**config.mk**
```make
export PLATFORM = sky130hd
export DESIGN_NAME = spe_multi_neuron
export DESIGN_NICKNAME = d
export VERILOG_FILES = /design/src/rtl/spe_multi_neuron.sv
export SDC_FILE = /design/constraint.sdc
export NUM_CORES = 1
export LEC_CHECK = 0
export CAP_MARGIN = 20
export CORE_ASPECT_RATIO = 1.1
export CORE_MARGIN = 10
export CORE_UTILIZATION = 45
export CTS_CLUSTER_DIAMETER = 100
export DETAILED_ROUTE_END_ITERATION = 8
export PLACE_DENSITY = 0.74
export SLEW_MARGIN = 20
export SYNTH_ARGS = -nofsm -noshare
export SYNTH_HDL_FRONTEND = slang
export SYNTH_SLANG_ARGS = --single-unit
export TNS_END_PERCENT = 50
```
**constraint.sdc**
```tcl
create_clock -name clk -period 14.7 [get_ports clk]
set_clock_uncertainty 0.15 [all_clocks]
set_input_delay 3.675 -clock clk [delete_from_list [all_inputs] [get_ports clk]]
set_output_delay 3.675 -clock clk [all_outputs]
set_load 0.02 [all_outputs]
```
**src/rtl/spe_multi_neuron.sv**
```systemverilog
// Sum PE: accumulates NUM_PSUMS partial sums per neuron, applies leak/threshold to a local potential, emits one packet per group.
// Latency: last PSUM accepted at edge N gives out_valid after edge N+2. While a packet waits for out_ready, in_ready is low and nothing is accepted.
module spe_multi_neuron #(
    parameter int PE_ID       = 0,
    parameter int OMEM_ID     = 10,
    parameter int NUM_PSUMS   = 5,
    parameter int NUM_NEURONS = 21,
    parameter int IDX_W       = 5,
    parameter int SUM_W       = 13,
    parameter int THRESHOLD   = 64,
    parameter int LEAK        = 0,
    parameter int RESET_MODE  = 0
) (
    input  logic        clk,
    input  logic        reset,
    input  logic [32:0] in_data,
    input  logic        in_valid,
    output logic        in_ready,
    output logic [32:0] out_data,
    output logic        out_valid,
    input  logic        out_ready,
    output logic [7:0]  timestep,
    output logic        err
);
    localparam int CNT_W = $clog2(NUM_PSUMS + 1);
    localparam int PAD_W = 25 - (SUM_W + 1 + IDX_W);
    localparam logic [SUM_W-1:0] SUM_MAX  = '1;
    localparam logic [SUM_W-1:0] THR_V    = SUM_W'(THRESHOLD);
    localparam logic [SUM_W-1:0] LEAK_V   = SUM_W'(LEAK);
    localparam logic [IDX_W:0]   NN_V     = (IDX_W + 1)'(NUM_NEURONS);
    localparam logic [CNT_W-1:0] LAST_CNT = CNT_W'(NUM_PSUMS - 1);

    typedef enum logic [1:0] {RECV, UPDATE, SEND} state_t;

    state_t           state;
    logic [SUM_W-1:0] acc;
    logic [CNT_W-1:0] cnt;
    logic [IDX_W-1:0] grp_idx;
    logic [SUM_W-1:0] pot [NUM_NEURONS];

    logic [3:0]       op;
    logic [SUM_W-1:0] psum;
    logic [IDX_W-1:0] idx;
    logic             unused_bits;

    assign op          = in_data[28:25];
    assign psum        = in_data[SUM_W-1:0];
    assign idx         = in_data[SUM_W +: IDX_W];
    assign unused_bits = ^{in_data[32:29], in_data[24:SUM_W+IDX_W]};

    logic [SUM_W:0]   acc_sum;
    logic [SUM_W-1:0] acc_sat;
    logic [SUM_W:0]   pot_sum;
    logic [SUM_W-1:0] p_sat;
    logic [SUM_W-1:0] p_leak;
    logic [SUM_W-1:0] p_new;
    logic             spike;
    logic [32:0]      pkt;

    always_comb begin
        acc_sum = {1'b0, acc} + {1'b0, psum};
        acc_sat = acc_sum[SUM_W] ? SUM_MAX : acc_sum[SUM_W-1:0];
        pot_sum = {1'b0, pot[grp_idx]} + {1'b0, acc};
        p_sat   = pot_sum[SUM_W] ? SUM_MAX : pot_sum[SUM_W-1:0];
        p_leak  = (p_sat > LEAK_V) ? (p_sat - LEAK_V) : '0;
        spike   = (p_leak > THR_V);
        p_new   = p_leak;
        if (spike) begin
            p_new = (RESET_MODE != 0) ? '0 : (p_leak - THR_V);
        end
        pkt = {4'(OMEM_ID), 1'b1, 3'(PE_ID), {PAD_W{1'b0}}, grp_idx, p_new, spike};
    end

    always_ff @(posedge clk or posedge reset) begin
        if (reset) begin
            state     <= RECV;
            in_ready  <= 1'b1;
            out_valid <= 1'b0;
            out_data  <= '0;
            timestep  <= '0;
            err       <= 1'b0;
            acc       <= '0;
            cnt       <= '0;
            grp_idx   <= '0;
            for (int i = 0; i < NUM_NEURONS; i++) pot[i] <= '0;
        end else begin
            err <= 1'b0;
            case (state)
                RECV: begin
                    if (in_valid && in_ready) begin
                        case (op)
                            4'd0: begin
                                if ({1'b0, idx} >= NN_V) begin
                                    err <= 1'b1;
                                end else if (cnt != '0 && idx != grp_idx) begin
                                    err <= 1'b1;
                                    acc <= '0;
                                    cnt <= '0;
                                end else begin
                                    if (cnt == '0) grp_idx <= idx;
                                    acc <= acc_sat;
                                    cnt <= cnt + 1'b1;
                                    if (cnt == LAST_CNT) begin
                                        state    <= UPDATE;
                                        in_ready <= 1'b0;
                                    end
                                end
                            end
                            4'd1: begin
                                timestep <= timestep + 8'd1;
                                if (cnt != '0) begin
                                    err <= 1'b1;
                                    acc <= '0;
                                    cnt <= '0;
                                end
                            end
                            4'd2: begin
                                for (int i = 0; i < NUM_NEURONS; i++) pot[i] <= '0;
                            end
                            default: err <= 1'b1;
                        endcase
                    end
                end
                UPDATE: begin
                    pot[grp_idx] <= p_new;
                    out_data     <= pkt;
                    acc          <= '0;
                    cnt          <= '0;
                    state        <= SEND;
                end
                SEND: begin
                    // Valid is raised one cycle after the packet is registered, so it is stable before offered.
                    if (!out_valid) begin
                        out_valid <= 1'b1;
                    end else if (out_ready) begin
                        out_valid <= 1'b0;
                        in_ready  <= 1'b1;
                        state     <= RECV;
                    end
                end
                default: state <= RECV;
            endcase
        end
    end
endmodule

```
==> results of run 1 <==
[final timing paths]
path                                          from                      end  slack [ps]  cells past startpoint
setup / recovery            grp_idx[0]$_DFFE_PP0P_     pot[166]$_DFFE_PP0P_        7490                     19
hold / removal             timestep[7]$_DFFE_PP0P_  timestep[7]$_DFFE_PP0P_         320                      1
setup reg to reg            grp_idx[0]$_DFFE_PP0P_     pot[166]$_DFFE_PP0P_        7490                     19
hold reg to reg            timestep[7]$_DFFE_PP0P_  timestep[7]$_DFFE_PP0P_         320                      1
max in group asynchronous                    reset     pot[254]$_DFFE_PP0P_        8780                      4
min in group asynchronous                    reset     pot[154]$_DFFE_PP0P_        3510                      2
[flip-flops by register name, summed over array words and instances (netlist names)]
| name | flops |
|---|---|
| cnt | 3 |
| acc | 13 |
| pot | 273 |
| grp_idx | 5 |
| out_valid | 1 |
| state | 2 |
| err | 1 |
| in_ready | 1 |
| out_data | 20 |
| timestep | 8 |
[synthesized netlist by cell type, types with 5 or more instances]
cell      instances  area, um2
a21o_1           10      75.07
a21oi_1          17      85.08
a22oi_1          45      337.8
and3_1            9      56.30
buf_1            19      71.32
buf_4            18      135.1
clkbuf_1        107      401.6
dfrtp_1         326       8158
ha_1             31      387.9
inv_1            15      56.30
mux2_2            7      78.83
mux4_2           65       1464
nand2_1         114      427.9
nand2b_1          6      37.54
nand3_1         298       1491
nand4_1           5      31.28
nor2_1           25      93.84
nor2b_1           6      37.54
nor3_1           12      60.06
o211ai_1          6      45.04
o21ai_0         218       1091
o21ai_1          80      400.4
xnor2_1          17      148.9
xor2_1            9      78.83
[power groups by stage]
stage | clock, uW | sequential [uW] | combinational, uW
global placement | 0 | 987 | 396
CTS | 870 | 972 | 408
detailed placement | 0 | 989 | 406
global route | 908 | 978 | 453
finish | 860 | 972 | 412
floorplan | 0 | 964 | 322
[critical path: cells and delay by family, from the launching register on]
kind	cells	cell delay, ps
AOI/OAI and AO/OA	7	1700
and+or+nand+nor	6	1270
buffers and inverters	2	1160
adders and majority gates	2	590
muxes	2	1280
DFF	1	830
[metal layers]
metal	vias up	track usage	share of wire
met1	6095	0.2472	0.42
met5	-	0	0
met4	0	0.06012	0.029
li1	5594	-	-
met3	55	0.03149	0.069
met2	455	0.3036	0.48
[metrics by stage]
step	util	hold slack, ps	cell area, um2	worst slack [ps]
2_1_floorplan	-	313.3	16000	1822
3_3_place_gp	0.4758	305.1	16720	7160
3_5_place_dp	0.4758	309.1	16720	7186
4_1_cts	0.5074	324.3	17830	7519
5_1_grt	0.5085	353.3	17860	7056
6_report	0.5085	324.4	17860	7490
[cell type report]
cell class                 instances  area share
clock buffer                      47     0.05547
tap                              444     0.03110
timing repair buffer              81     0.04419
inverter                          15    0.003572
sequential                       327      0.4584
multi-input combinational       1061      0.4006
clock inverter                    11    0.006654
[cells by family (layout without fill, tap and decap cells)]
logic type      count (synthesis)  in the layout  synth area share
simple gates                  499            499            0.1510
compound gates                417            417            0.1523
flops                         327            327            0.5129
buf+inv                       165            154           0.04391
mux                            75             75           0.09856
fa+ha+maj                      33             33           0.02682
xor+xnor                       26             26           0.01427
other cells                     1             11         0.0002350
==> reports/results.tsv, run 1 <==
stage	metric	value	unit
timing	setup TNS	0	ps
yosys	EDFF count, synth	0	
power	P_sw	641.0	uW
floorplanning	Die H	217.5	um
grt	GR Overflow Total	0	
clock_tree	root buf cell	clkbuf_16	
timing	Slew Limit Headroom	0.2804	
final_layout	commonest non-fill, non-tap cell in the layout	dfrtp_1	
worst_setup_path	Crit. End Element	flip-flop	
grt	largest net degree at the start of global routing	221	
routing	antenna violation net count after detailed routing	0	
clock_tree	# resized after CTS	0	
final_layout	commonest cells after routing, fill and taps aside	dfrtp_1 (324), nand3_1 (297), o21ai_0 (214)	
yosys	FF+latch count, synth	327	
power	Logic pwr share	0.184	
timing	Final setup viols	0	
final_layout	share of layout cells above drive strength 1	0.1135	
timing	count of final hold-check violations	0	
routing	total wire length	40890	um
routing	drt pass-1 iters	5	
place	Final GP Congestion	0.8872	
worst_setup_path	Largest stage delay, worst path	830	ps
clock_tree	worst-case clock buffer depth	3	
worst_setup_path	Cell Chain, Critical Path	buf_4, mux4_2, a22oi_1, nand3_1, ha_1, and2_4, a221oi_2, a31oi_1, or3_1, a211oi_4, ha_1, nand3_1, nor3_1, and3_1, a21o_4, a21oi_1, mux2i_2, buf_4, o21ai_1	
floorplanning	Initial Util	0.4542	
final_layout	total area of sequential cells	0.008189	mm2
worst_setup_path	Worst EP arrival	7410	ps
power	total power	2244	uW
floorplanning	core area	0.03513	mm2
routing	routed vias/inst	6.142	
power	Max IR drop VDD	0.06923	mV
clock_tree	post-CTS setup buffers	0	
worst_setup_path	WP data required	14900	ps
place	port bufs	58	
grt	first-pass GRT wire length	65200	um
yosys	Synth async-reset ratio	1.000	
power	Clock power frac	0.383	
floorplanning	row cnt	72	
flow_run	Max Cap Viol	0	
grt	GRT Overall Usage	0.1859	
worst_setup_path	crit-path max FO	46	
final_layout	Filler cells	3031	
worst_setup_path	Startpoint Class	flip-flop	
yosys	post-synthesis cell area	0.01596	mm2
floorplanning	die width	199.6	um
yosys	Mean Syn Cell Area	10.34	um2
clock_tree	clk sinks	327	
final_layout	fin cells	1986	
yosys	post-synthesis sequential area ratio	0.5129	
timing	RSZ-0062 raised after global routing	false	
place	HPWL Detailed	25230	um
power	Pleak	0.007702	uW
power	Internal	1603	uW
status	status	finished clean	
clock_tree	H-tree levels	2	
floorplanning	IO Pins	81	
clock_tree	TritonCTS Buffers	34	
final_layout	Antenna diodes	0	
routing	initial drt markers	1109	
routing	via count	12199	
clock_tree	CTS tree	built	
timing	clock period minus worst slack	7210	ps
clock_tree	hold buffers post-CTS	0	
yosys	Yosys warnings	0	
final_layout	multi-input logic area	0.007157	mm2
place	DP Cell Count	1927	
clock_tree	later-pin clock latency in the skew report	520	ps
worst_setup_path	critical path class	flip-flop to flip-flop	
timing	period utilisation layout	0.4905	
final_layout	Final Net Count	1590	
worst_hold_path	Hold Path Class	flip-flop to flip-flop	
worst_setup_path	CP max-delay cell	dfrtp_4	
power	Reg power frac	0.433	
routing	detailed-route DRC error count	0	
routing	WL/cell	20.59	um
floorplanning	die footprint	0.04340	mm2
grt	antenna violations before repair	0	
power	power per cell area	125.6	mW/mm2
grt	vias in the first global route	11894	
yosys	top_reg_cell synth	dfrtp_1	
yosys	Cells after Synth	1543	
timing	Worst-Margin Slew	1064	ps
yosys	post-synth cell types	72	
final_layout	area grow syn2layout	11.95	%
timing	Slew Viols, Final	0	
timing	fmax	138.7	MHz
clock_tree	clock transition at the registers of the reported paths	60	ps
power	switching share of power	0.2857	
Note: power is estimated with default switching activity, not from simulation.
==> run 2, diff against run 1 <==
Settings changed: PLACE_DENSITY 0.74 to 0.76.
Clock period 14.7 ns to 6.1 ns, I/O delays scaled along.
==> run 2 against run 1 <==
Effect of this change: die area did not move; wire length is essentially flat; total power rose by 140%; utilization up 0.71 points; largest cell class unchanged; critical endpoint is now pot[259]$_DFFE_PP0P_.
==> reports/results.tsv, run 2 (same netlist as run 1, synthesis figures left out) <==
stage	metric	value	unit
floorplanning	IO Pins	81	
place	Final GP Congestion	0.8363	
power	P_sw	1555	uW
clock_tree	later-pin clock latency in the skew report	520	ps
worst_setup_path	Startpoint Class	flip-flop	
final_layout	Final Net Count	1623	
clock_tree	post-CTS setup buffers	0	
floorplanning	row cnt	72	
timing	RSZ-0062 raised after global routing	false	
timing	count of final hold-check violations	0	
final_layout	Antenna diodes	0	
final_layout	area grow syn2layout	13.52	%
power	Clock power frac	0.370	
grt	largest net degree at the start of global routing	148	
timing	clock period minus worst slack	5669	ps
clock_tree	root buf cell	clkbuf_16	
clock_tree	clk sinks	327	
final_layout	share of layout cells above drive strength 1	0.1321	
flow_run	Max Cap Viol	0	
timing	fmax	176.4	MHz
power	Internal	3812	uW
worst_setup_path	WP buf/inv	2	
clock_tree	# resized after CTS	0	
routing	total wire length	40870	um
routing	via count	12341	
power	Reg power frac	0.432	
timing	Slew Limit Headroom	0.2219	
routing	routed vias/inst	6.112	
clock_tree	clock transition at the registers of the reported paths	60	ps
final_layout	biggest regs	pot (273), out_data (20), acc (13)	
clock_tree	hold buffers post-CTS	0	
clock_tree	worst-case clock buffer depth	3	
status	status	finished clean	
power	switching share of power	0.2898	
worst_hold_path	Hold Path Class	flip-flop to flip-flop	
worst_setup_path	Crit. End Element	flip-flop	
final_layout	commonest non-fill, non-tap cell in the layout	dfrtp_1	
routing	detailed-route DRC error count	0	
worst_setup_path	CP max-delay cell	dfrtp_4	
clock_tree	TritonCTS Buffers	34	
final_layout	commonest cells after routing, fill and taps aside	dfrtp_1 (324), nand3_1 (297), o21ai_0 (214)	
place	HPWL Detailed	26140	um
timing	Slew Viols, Final	0	
floorplanning	die footprint	0.04340	mm2
worst_setup_path	Cell Chain, Critical Path	buf_12, buf_12, mux4_2, a22oi_1, nand3_1, ha_1, and2_4, a221oi_2, a21o_1, a21oi_2, or3_1, ha_1, nand3_1, nor3_1, and3_1, a21o_4, or4_1, a31o_2, o21ai_0	
worst_setup_path	crit-path max FO	22	
grt	vias in the first global route	12171	
grt	first-pass GRT wire length	66400	um
timing	Worst-Margin Slew	1151	ps
grt	GRT Overall Usage	0.1892	
power	power per cell area	296.3	mW/mm2
worst_setup_path	WP data required	6370	ps
power	Pleak	0.007844	uW
worst_setup_path	critical path class	flip-flop to flip-flop	
power	total power	5367	uW
routing	WL/cell	20.24	um
floorplanning	die width	199.6	um
clock_tree	H-tree levels	2	
worst_setup_path	critical path's top delay family	compound AO/OA/AOI/OAI gates	
routing	drt pass-1 iters	5	
clock_tree	CTS tree	built	
final_layout	max reg flops	273	
timing	Final setup viols	0	
grt	antenna violations before repair	0	
worst_setup_path	Worst EP arrival	5940	ps
floorplanning	core area	0.03513	mm2
routing	antenna violation net count after detailed routing	0	
final_layout	Biggest register	pot	
place	port bufs	58	
floorplanning	Initial Util	0.4542	
power	Max IR drop VDD	0.1898	mV
final_layout	Filler cells	3007	
worst_setup_path	Largest stage delay, worst path	620	ps
timing	period utilisation layout	0.9293	
floorplanning	Die H	217.5	um
grt	GR Overflow Total	0	
power	Logic pwr share	0.198	
routing	initial drt markers	1064	
timing	setup TNS	0	ps
[run 2: cell count changes in the layout (fill, tap and decap cells not counted)]
cell | previous run | this run
buf_4 | 20 | 48
buf_12 | 1 | 7
clkinv_2 | 5 | 10
clkbuf_8 | 7 | 5
clkinv_4 | 2 | 0
buf_6 | 1 | 0
bufinv_16 | 2 | 1
clkbuf_16 | 35 | 34
clkinv_8 | 0 | 1
clkinvlp_4 | 1 | 2
inv_8 | 1 | 0
nor3b_2 | 2 | 3
nor3b_4 | 1 | 0
[run 2: final timing paths]
path | slack (ps) | end | cells after the start | start
max | 430 | pot[259]$_DFFE_PP0P_ | 19 | grp_idx[0]$_DFFE_PP0P_
min | 320 | out_data[9]$_DFFE_PP0P_ | 2 | out_data[9]$_DFFE_PP0P_
max reg2reg | 430 | pot[259]$_DFFE_PP0P_ | 19 | grp_idx[0]$_DFFE_PP0P_
min reg2reg | 320 | out_data[9]$_DFFE_PP0P_ | 2 | out_data[9]$_DFFE_PP0P_
max in group asynchronous | 3580 | pot[242]$_DFFE_PP0P_ | 3 | reset
min in group asynchronous | 1170 | pot[9]$_DFFE_PP0P_ | 2 | reset
[run 2: routing by layer]
metal  GRT usage  up-vias  wire, um
met5           0        -         0
met4     0.07527        0      1540
met3     0.03473       88      2869
met2      0.3103      461     19890
met1      0.2432     6131     16570
li1            -     5661         -
[run 2: power by group through the flow]
stage / combinational (uW) / clock (uW) / sequential, uW
4_1_cts: 1060 / 2010 / 2320
3_5_place_dp: 1040 / 0 / 2360
5_1_grt: 1170 / 2110 / 2330
6_report: 1060 / 1990 / 2320
3_3_place_gp: 1020 / 0 / 2350
2_1_floorplan: 775 / 0 / 2320
[run 2: per-stage QoR]
step | hold slack [ps] | setup slack (ps) | area, um2 | cells | util
final | 322.4 | 431.3 | 18110 | 2019 | 0.5156
after global routing | 352.9 | 68.89 | 18110 | 2019 | 0.5156
after global placement | 306.7 | 492.6 | 17040 | 1960 | 0.4849
after CTS | 328.3 | 416.5 | 18090 | 2018 | 0.5148
after floorplan | 313.3 | 61.11 | 16000 | 1553 | -
after detailed placement | 311.5 | 462.1 | 17040 | 1960 | 0.4849
[run 2: area by class of cell]
cell class	instances	area, um2	area share
inverters	15	60.06	0.003315
clock buffers	44	938.4	0.05180
repair buffers	114	1109	0.06120
flip-flops and latches	327	8189	0.4521
well taps	444	555.5	0.03067
multi-input cells	1061	7151	0.3947
clock inverters	14	112.6	0.006216
[run 2: worst register-to-register path: cells and delay by family, from the launching register on]
family                   cells  cell delay, ps
AO/OA/AOI/OAI                7            1700
AND/OR/NAND/NOR              7            1530
flip-flops                   1             620
adder cells (fa/ha/maj)      2             570
multiplexers                 1             540
buffers and inverters        2             450
==> run 3, diff against run 2 <==
Settings changed: ABC_AREA set to 1, RECOVER_POWER set to 25, SKIP_LAST_GASP set to 1.
==> run 3 against run 2 <==
Effect of this change: sequential power grew 28%; die area up 3.8%; clock-buffer cell count rose by 7; the flow now finishes with violations (capacitance limit, slew limit); utilization is 0.28 points lower; sequential cell count is the same; combinational power rose to 5.2 times the previous value; design area is 2.9% higher; non-clock buffer count fell by 30; global-route usage up 2.1 points; cell count up 24%.
==> reports/results.tsv, run 3 <==
stage	metric	value	unit
status	status	finished, violations left	
status	failing checks	capacitance limit, slew limit	
timing	Slew Limit Headroom	-0.9855	
floorplanning	row cnt	73	
worst_setup_path	Crit. End Element	flip-flop	
yosys	post-synth top area cell	dfrtp_1	
clock_tree	root buf cell	clkbuf_16	
yosys	EDFF count, synth	0	
worst_setup_path	Startpoint Class	flip-flop	
flow_run	Max Cap Viol	4	
worst_hold_path	Hold Path Class	flip-flop to flip-flop	
routing	antenna violation net count after detailed routing	0	
timing	period utilisation layout	0.9445	
routing	initial drt markers	1657	
routing	met2 routed WL	23400	um
power	total power	10570	uW
clock_tree	clock transition at the registers of the reported paths	60	ps
grt	vias in the first global route	14295	
power	Pleak	0.009043	uW
grt	largest net degree at the start of global routing	114	
timing	RSZ-0062 raised after global routing	false	
worst_setup_path	Worst EP arrival	6000	ps
worst_setup_path	CP max-delay cell	a2111oi_0	
floorplanning	IO Pins	81	
floorplanning	die width	203.3	um
place	DP Cell Count	2447	
final_layout	share of layout cells above drive strength 1	0.07136	
yosys	Mean Syn Cell Area	8.435	um2
yosys	Synth async-reset ratio	1.000	
floorplanning	die footprint	0.04504	mm2
clock_tree	hold buffers post-CTS	0	
final_layout	Biggest register	pot	
grt	first-pass GRT wire length	77730	um
worst_setup_path	CP most frequent cell	nand2_1	
timing	setup TNS	0	ps
yosys	FF+latch count, synth	327	
yosys	commonest cells in the netlist	nand2_1 (472), dfrtp_1 (326), inv_1 (230)	
final_layout	max reg flops	273	
routing	WL/cell	19.47	um
timing	fmax	173.6	MHz
clock_tree	later-pin clock latency in the skew report	530	ps
yosys	post-synth cell types	53	
routing	drt pass-1 iters	6	
routing	total wire length	48780	um
final_layout	commonest non-fill, non-tap cell in the layout	nand2_1	
timing	Worst-Margin Slew	2978	ps
worst_setup_path	crit-path max FO	22	
yosys	top_reg_cell synth	dfrtp_1	
floorplanning	core area	0.03635	mm2
worst_setup_path	WP buf/inv	2	
final_layout	Final Net Count	2067	
yosys	Cells after Synth	1971	
yosys	post-synthesis cell area	0.01663	mm2
power	power per cell area	566.8	mW/mm2
clock_tree	post-CTS setup buffers	0	
yosys	post-synthesis sequential area ratio	0.4922	
place	Final GP Congestion	0.9198	
clock_tree	clk sinks	327	
clock_tree	# resized after CTS	0	
routing	routed vias/inst	5.843	
yosys	Synth top area share	0.4907	
worst_setup_path	Largest stage delay, worst path	700	ps
worst_setup_path	critical path class	flip-flop to flip-flop	
power	Max IR drop VDD	0.8141	mV
final_layout	biggest regs	pot (273), out_data (20), acc (13)	
worst_setup_path	critical path's top delay family	simple AND/OR/NAND/NOR gates	
clock_tree	H-tree levels	2	
place	HPWL Detailed	32690	um
clock_tree	CTS tree	built	
routing	WL met3	4039	um
final_layout	fin cells	2505	
timing	Final setup viols	0	
timing	clock period minus worst slack	5762	ps
grt	GRT Overall Usage	0.2103	
routing	highest routed layer	met4	
routing	detailed-route DRC error count	0	
final_layout	commonest cells after routing, fill and taps aside	nand2_1 (472), dfrtp_1 (326), inv_1 (229)	
final_layout	area grow syn2layout	12.12	%
final_layout	Antenna diodes	0	
floorplanning	Die H	221.6	um
yosys	top cells by area, synth	dfrtp_1 (49%), nand2_1 (11%), o22ai_1 (5.7%)	
place	worst slack at placement	468.8	ps
yosys	Yosys warnings	0	
floorplanning	Initial Util	0.4574	
timing	Slew Viols, Final	270	
routing	via count	14636	
grt	GR Overflow Total	0	
clock_tree	worst-case clock buffer depth	3	
worst_setup_path	WP data required	6340	ps
grt	antenna violations before repair	0	
clock_tree	TritonCTS Buffers	35	
worst_setup_path	Cell Chain, Critical Path	nand2_1, inv_1, a22oi_1, a21oi_1, a2111oi_0, o221ai_1, ha_1, nand2_1, nand2_1, nand2_1, nand2_2, nand2_2, nand2_4, nor2_8, and2_1, inv_1, ha_1, nand4_1, nor2_1, nand3_4, nand3_2, nand4_1, nand2_1	
timing	final worst slack	338.3	ps
timing	count of final hold-check violations	0	
yosys	top-count cell post-synth	nand2_1	
routing	wl on met1	19410	um
place	port bufs	58	
timing	worst hold slack	327.0	ps
==> run 3: changes by cell type after synthesis, moves of 21 or more <==
cell      delta
mux4_2      -65
o22ai_1    +151
nand3_1    -178
nand4_1     +47
inv_1      +215
nor2_1      +72
clkbuf_1    -59
a21oi_1     +21
nand2_1    +358
o21ai_1     -43
o21ai_0    -112
a221oi_1    +28
==> run 3: metal layers <==
metal  track usage  up-vias
met1        0.2655     7097
met5             0        -
met3       0.03887      118
met4       0.08853        0
met2        0.3461      728
li1              -     6693
==> run 3: cell families (layout without fill, tap and decap cells) <==
family / after synthesis / count (layout) / share of synthesized area
mux: 2 / 2 / 0.001355
compound gates: 436 / 436 / 0.1631
simple gates: 793 / 793 / 0.2157
other cells: 1 / 11 / 0.0002256
buf+inv: 359 / 396 / 0.09113
flops: 327 / 327 / 0.4922
fa+ha+maj: 33 / 33 / 0.02574
xor+xnor: 20 / 20 / 0.01054
==> run 3: area by class of cell <==
class | instances | area [um2]
clock buffer | 51 | 1027
inverter | 254 | 959.7
timing repair buffer | 84 | 772.0
sequential | 327 | 8184
tap | 487 | 609.3
fill | 3406 | 17710
clock inverter | 7 | 102.6
multi-input combinational | 1295 | 6987
==> run 3: metrics by stage <==
step	utilization	area, um2
floorplan	-	16670
global placement	0.4826	17540
detailed placement	0.4831	17560
CTS	0.5142	18690
global route	0.5128	18640
finish	0.5128	18640
==> run 3: report_power, final <==
| part | switching [uW] | internal, uW | total [uW] |
|---|---|---|---|
| logic | 3970 | 1520 | 5490 |
| registers | 278 | 2680 | 2960 |
| clock network | 865 | 1250 | 2120 |
| total | 5110 | 5450 | 10600 |
==> run 3: worst register-to-register path, stage by stage, from the launching register on <==
cell	delay [ps]
dfrtp_1	470
nand2_1	160
inv_1	280
a22oi_1	340
a21oi_1	190
a2111oi_0	700
o221ai_1	360
ha_1	440
nand2_1	90
nand2_1	80
nand2_1	90
nand2_2	70
nand2_2	80
nand2_4	70
nor2_8	200
and2_1	320
inv_1	110
ha_1	190
nand4_1	80
nor2_1	80
nand3_4	130
nand3_2	510
nand4_1	360
nand2_1	80
==> run 3: path summary, 6_finish.rpt <==
| kind | start | endpoint | slack (ps) | depth (start not counted) |
|---|---|---|---|---|
| setup / recovery | grp_idx[0]$_DFFE_PP0P_ | pot[266]$_DFFE_PP0P_ | 340 | 23 |
| hold / removal | out_data[8]$_DFFE_PP0P_ | out_data[8]$_DFFE_PP0P_ | 330 | 2 |
| setup reg to reg | grp_idx[0]$_DFFE_PP0P_ | pot[266]$_DFFE_PP0P_ | 340 | 23 |
| hold reg to reg | out_data[8]$_DFFE_PP0P_ | out_data[8]$_DFFE_PP0P_ | 330 | 2 |
| max in group asynchronous | reset | pot[124]$_DFFE_PP0P_ | 1480 | 3 |
| min in group asynchronous | reset | pot[21]$_DFFE_PP0P_ | 1500 | 2 |
